[config.mk]
export PLATFORM = sky130hd
export DESIGN_NAME = mem_reg_src
export DESIGN_NICKNAME = d
export VERILOG_FILES = /design/src/rtl/async_pkg.sv /design/src/rtl/ack_sync.sv /design/src/rtl/mem_reg_src.sv
export SDC_FILE = /design/constraint.sdc
export NUM_CORES = 1
export LEC_CHECK = 0
export BUFFER_PORTS_ARGS = -buffer_cell sky130_fd_sc_hd__buf_2
export CORE_AREA = 8 8 45 47
export DETAILED_ROUTE_END_ITERATION = 8
export DIE_AREA = 0 0 53 55
export GPL_ROUTABILITY_DRIVEN = 0
export PLACE_DENSITY_LB_ADDON = 0.1
export SYNTH_ARGS = -nofsm -noshare
export SYNTH_HDL_FRONTEND = slang
export SYNTH_HIERARCHICAL = 1
export SYNTH_SLANG_ARGS = --single-unit
[constraint.sdc]
create_clock -name clk -period 2.17 [get_ports clk]
set_clock_uncertainty 0.15 [all_clocks]
set_input_delay 0.1085 -clock clk [delete_from_list [all_inputs] [get_ports clk]]
set_output_delay 0.1085 -clock clk [all_outputs]
set_load 0.01 [all_outputs]
[src/rtl/async_pkg.sv]
// rtl/async_pkg.sv - shared rail indices, link protocol codes and source FSM states
package async_pkg;

  localparam int RAIL_NUM = 2;
  localparam int RAIL_F   = 0;
  localparam int RAIL_T   = 1;

  // Link protocol selectors, compared against the ENC parameter
  localparam logic [15:0] ENC_TP = "TP";
  localparam logic [15:0] ENC_FP = "FP";

  typedef enum logic [1:0] {
    IDLE      = 2'd0,
    WAIT_ACK  = 2'd1,
    RTZ       = 2'd2,
    WAIT_NACK = 2'd3
  } src_state_t;

endpackage

[src/rtl/ack_sync.sv]
// rtl/ack_sync.sv - flop-chain synchronizer for the asynchronous sink ack
module ack_sync #(
  parameter int SYNC_STAGES = 2
) (
  input  logic clk,
  input  logic rst,
  input  logic d,
  output logic q
);

  logic [SYNC_STAGES-1:0] sync_ff;

  // Shift the raw ack through the chain; the last stage is the only one used downstream
  always_ff @(posedge clk or negedge rst) begin
    if (!rst) begin
      sync_ff <= '0;
    end else begin
      sync_ff <= {sync_ff[SYNC_STAGES-2:0], d};
    end
  end

  assign q = sync_ff[SYNC_STAGES-1];

endmodule

[src/rtl/mem_reg_src.sv]
// rtl/mem_reg_src.sv - clocked dual-rail link source; MEM_REG_SRC_TIMEOUT_EN adds an ack-wait timeout
module mem_reg_src
  import async_pkg::*;
#(
  parameter logic [15:0] ENC         = ENC_TP,
  parameter int          WIDTH       = 1,
  parameter int          SYNC_STAGES = 2,
  parameter int          TIMEOUT     = 1024
) (
  input  logic                            clk,
  input  logic                            rst,
  input  logic                            in_vld,
  output logic                            in_rdy,
  input  logic [WIDTH-1:0]                in_data,
  output logic [WIDTH-1:0][RAIL_NUM-1:0]  out,
  input  logic                            ack_i,
  output logic                            busy,
  output logic                            err
);

  localparam bit IS_FP = (ENC == ENC_FP);

  src_state_t                     state;
  src_state_t                     state_n;
  logic                           ack_s;
  logic                           accept;
  logic                           ack_done;
  logic                           spurious;
  logic                           to_hit;
  logic [WIDTH-1:0][RAIL_NUM-1:0] code;

  ack_sync #(.SYNC_STAGES(SYNC_STAGES)) u_ack_sync (
    .clk (clk),
    .rst (rst),
    .d   (ack_i),
    .q   (ack_s)
  );

  assign accept = (state == IDLE) && in_vld && in_rdy;

  generate
    if (IS_FP) begin : g_fp
      // Return-to-zero code: each bit raises exactly one of its two rails from the all-zero spacer
      always_comb begin
        code = '0;
        for (int i = 0; i < WIDTH; i++) begin
          code[i][RAIL_T] = in_data[i];
          code[i][RAIL_F] = ~in_data[i];
        end
      end
      assign ack_done = ack_s;
      assign spurious = ack_s;
    end else begin : g_tp
      logic ack_prev;
      // Transition code: each bit flips the rail it selects relative to the current link level
      always_comb begin
        code = '0;
        for (int i = 0; i < WIDTH; i++) begin
          code[i][RAIL_T] = out[i][RAIL_T] ^ in_data[i];
          code[i][RAIL_F] = out[i][RAIL_F] ^ ~in_data[i];
        end
      end
      // Last seen ack level; tracking every cycle equals resampling on completion or spurious edge
      always_ff @(posedge clk or negedge rst) begin
        if (!rst) begin
          ack_prev <= 1'b0;
        end else begin
          ack_prev <= ack_s;
        end
      end
      assign ack_done = ack_s ^ ack_prev;
      assign spurious = ack_s ^ ack_prev;
    end
  endgenerate

  // Next-state decode; RTZ and WAIT_NACK are only reachable in the four-phase build
  always_comb begin
    state_n = state;
    case (state)
      IDLE:      if (accept)   state_n = WAIT_ACK;
      WAIT_ACK:  if (ack_done) state_n = IS_FP ? RTZ : IDLE;
      RTZ:                     state_n = WAIT_NACK;
      WAIT_NACK: if (!ack_s)   state_n = IDLE;
      default:                 state_n = IDLE;
    endcase
  end

`ifdef MEM_REG_SRC_TIMEOUT_EN
  localparam int CNT_W = $clog2(TIMEOUT + 1);

  logic [CNT_W-1:0] wait_cnt;
  logic             waiting;
  logic             entering;

  assign waiting  = (state == WAIT_ACK) || (state == WAIT_NACK);
  assign entering = (state_n != state) && ((state_n == WAIT_ACK) || (state_n == WAIT_NACK));
  assign to_hit   = waiting && (state_n == state) && (wait_cnt == CNT_W'(TIMEOUT - 1));

  // Wait-cycle counter: cleared on entry to a wait state, saturates at TIMEOUT
  always_ff @(posedge clk or negedge rst) begin
    if (!rst) begin
      wait_cnt <= '0;
    end else if (entering) begin
      wait_cnt <= '0;
    end else if (waiting && (wait_cnt != CNT_W'(TIMEOUT))) begin
      wait_cnt <= wait_cnt + 1'b1;
    end
  end
`else
  // No counter in this build; TIMEOUT is only meaningful with the counter present
  assign to_hit = (TIMEOUT < 0);
`endif

  // FSM, handshake flags and link drive; reset clears every rail at once
  always_ff @(posedge clk or negedge rst) begin
    if (!rst) begin
      state  <= IDLE;
      out    <= '0;
      in_rdy <= 1'b0;
      busy   <= 1'b0;
      err    <= 1'b0;
    end else begin
      state  <= state_n;
      in_rdy <= (state_n == IDLE);
      busy   <= (state_n != IDLE);
      if (accept) begin
        out <= code;
      end else if (IS_FP && (state == WAIT_ACK) && ack_done) begin
        out <= '0;
      end
      if (((state == IDLE) && spurious) || to_hit) begin
        err <= 1'b1;
      end
    end
  end

endmodule
==> results.yml <==
drt:
  first_pass_iters: 2
  drt_wl_total_um: 671
  drc_errors: 0
  via_per_inst: 4.49
  vias: 256
  drtIter0Drc: 3
  ant_nets: 0
  wl_per_cell_um: 11.8
yosys:
  synth_most_common_cell: "dfrtp_1"
  synth_top_area_cell: "dfrtp_1"
  yosys_most_used_dff: "dfrtp_1"
  netlist_area_um2: 358
  synth-seq-area-share_pct: 69.9
  syn-num-nets: 31
  synth_enable_flop_cells: 0
  synthTopCellsByArea: "dfrtp_1 (70%), o22a_1 (4.9%), xnor2_1 (4.9%)"
  syn_avg_cell_area_um2: 13.8
  ys_seq_elements: 10
  ys_top_cells_by_count: "dfrtp_1 (10), nor2_1 (2), o22a_1 (2), xnor2_1 (2)"
  syn_inst: 26
  synth-async-reset-ratio_pct: 100
  ys_types: 14
  synth_top_area_share_pct: 69.9
  yosys_warnings: 6
placed_design:
  port_buffers: 9
  hpwl_um: 536
  placed_cell_area_um2: 423
power_and_ir_drop:
  p_leak_nw: 0.216
  vdd_drop_max_mv: 0.357
  p_int_mw: 0.380
  p_seq_share_pct: 50.0
  p_switching_mw: 0.168
  swShare_pct: 30.6
  total_power_mw: 0.548
  power_frac_comb_pct: 28.8
  power_density_mw_per_mm2: 1150
  clkPwrFrac_pct: 21.2
critical_path:
  timing.rr.start: "state[1]"
  critPathLaunchType: "flip-flop"
  crit_arrival_ns: 1.17
  crit_required_ns: 2.16
  cp-startpoint: "state[1]"
  cp_max_fo: 6
  endpoint_kind: "flip-flop"
  path_class: "reg -> reg"
finish:
  fin_util_pct: 34.4
  layout-drive-gt1-share_pct: 29.3
  synthToLayoutAreaGrowth_pct: 32.9
  nets: 48
  stdcell_area_um2: 475
  antennaDiodeCount: 0
flow_run:
  drv_cap: 0
sta:
  whs_ns: 0.00754
  hold_viol_final: 0
  max_freq_mhz: 848
  worst_slew_pin_slew_ns: 0.270
  finalCritPeriodShare_pct: 54.4
  rsz0062_at_grt: "false"
  slew_violations: 0
  tns_ns: 0
  relSlewSlack_pct: 81.9
  finalSetupViolCount: 0
  fin_crit_ns: 1.18
floorplanning:
  num_io_pins: 10
  die_h_um: 55
  rows: 14
  dieWidth_um: 53
  core_area_mm2: 0.00138
  start_util_pct: 25.9
  dieArea_mm2: 0.00292
grt:
  grt_usage_pct: 5.63
  grt_start_max_net_pins: 11
  grt_antenna_before_repair: 0
  grt_pass1_wl_um: 1170
  globalRoute.totalOverflow: 0
  grt_pass1_vias: 283
min_path:
  hold_start: "in_vld"
  hold_path_class: "in -> reg"
run_status:
  outcome: "completed"
clock_network:
  cts.sinks: 10
  clk_path_buf_depth: 2
  cts-root-buf: "clkbuf_4"
  cts_buffers: 3
  cts_tree: "built"
  clk_pin_slew_ns: 0.06
  htreeDepth: 1
  clkLatencyLatePin_ns: 0.25
==> final cells by class <==
cell class | count | area (um2)
timing repair buffer | 12 | 75.1
clock buffer | 3 | 22.5
fill | 148 | 908
inverter | 1 | 3.75
multi-input combinational | 15 | 104
sequential | 10 | 250
tap | 16 | 20.0
==> power groups by stage <==
stage	clock (mW)	sequential (mW)	combinational [mW]
after detailed placement	0	0.278	0.156
after CTS	0.123	0.275	0.161
after floorplan	0	0.293	0.0761
after global routing	0.136	0.281	0.178
final	0.116	0.274	0.158
after global placement	0	0.275	0.160
==> path summary, 6_finish.rpt <==
check | to | slack, ns | depth (start not counted)
setup / recovery | out[0] | 0.99 | 3
min in group asynchronous | state[0] | 0.09 | 2
hold reg to reg | u_ack_sync/sync_ff[1] | 0.21 | 0
setup reg to reg | out[0] | 0.99 | 3
hold / removal | out[1] | 0.008 | 3
max in group asynchronous | u_ack_sync/sync_ff[1] | 1.59 | 2
==> sequential cells by signal (all words and copies together), names as in the netlist <==
signal and flops:
u_ack_sync/sync_ff 2, state 2, g_tp.ack_prev 1, err 1
out 2, in_rdy 1, busy 1
==> stage by stage <==
step                      setup slack, ns  instances
after floorplan                      1.07         26
after global placement              0.983         51
after detailed placement             1.01         51
after CTS                           0.991         57
after global routing                0.911         57
final                               0.990         57
==> cell usage in the layout (no fill, tap or decap) <==
| cell type | netlist | layout |
|---|---|---|
| clkbuf_4 | 0 | 3 |
| inv_1 | 1 | 1 |
| o22a_1 | 2 | 2 |
| dlygate4sd3_1 | 0 | 3 |
| a31oi_1 | 1 | 1 |
| a21o_1 | 1 | 1 |
| o22ai_1 | 1 | 1 |
| dfrtp_1 | 10 | 10 |
| and2_1 | 1 | 1 |
| nor2_1 | 2 | 2 |
| a21oi_1 | 1 | 1 |
| nand2b_1 | 1 | 1 |
| nand4b_1 | 1 | 1 |
| xor2_1 | 1 | 1 |
| nand4_1 | 1 | 1 |
| buf_2 | 0 | 9 |
| xnor2_1 | 2 | 2 |
==> cells by family (layout without fill, tap and decap cells) <==
group / after synthesis / in the layout / synth area share, %
DFF: 10 / 10 / 69.9
AOI/OAI and AO/OA: 6 / 6 / 11.9
and+or+nand+nor: 6 / 6 / 9.79
xor gates and xnor gates: 3 / 3 / 7.34
buffers and inverters: 1 / 16 / 1.05
==> worst max-delay path: stages (launching register included) <==
cell      delay [ns]
dfrtp_1         0.43
nor2_1          0.21
nand4b_1        0.14
xnor2_1         0.14
==> per-layer routing <==
| layer | share of wire [%] | wire length (um) | vias up | track usage (%) |
|---|---|---|---|---|
| met5 | 0 | 0 | - | 0 |
| met4 | 1.9 | 13 | 0 | 5.17 |
| met3 | 14 | 92 | 2 | 3.48 |
| met2 | 40 | 270 | 11 | 7.62 |
| met1 | 44 | 294 | 117 | 5.93 |
| li1 | - | - | 126 | - |
==> repair_timing <==
action,CTS,global route
gates resized for setup,0,0
hold endpoints to repair,12,0
buffers inserted,0,0
hold buffers,3,0
No activity file was read; power rests on OpenSTA's default activity.
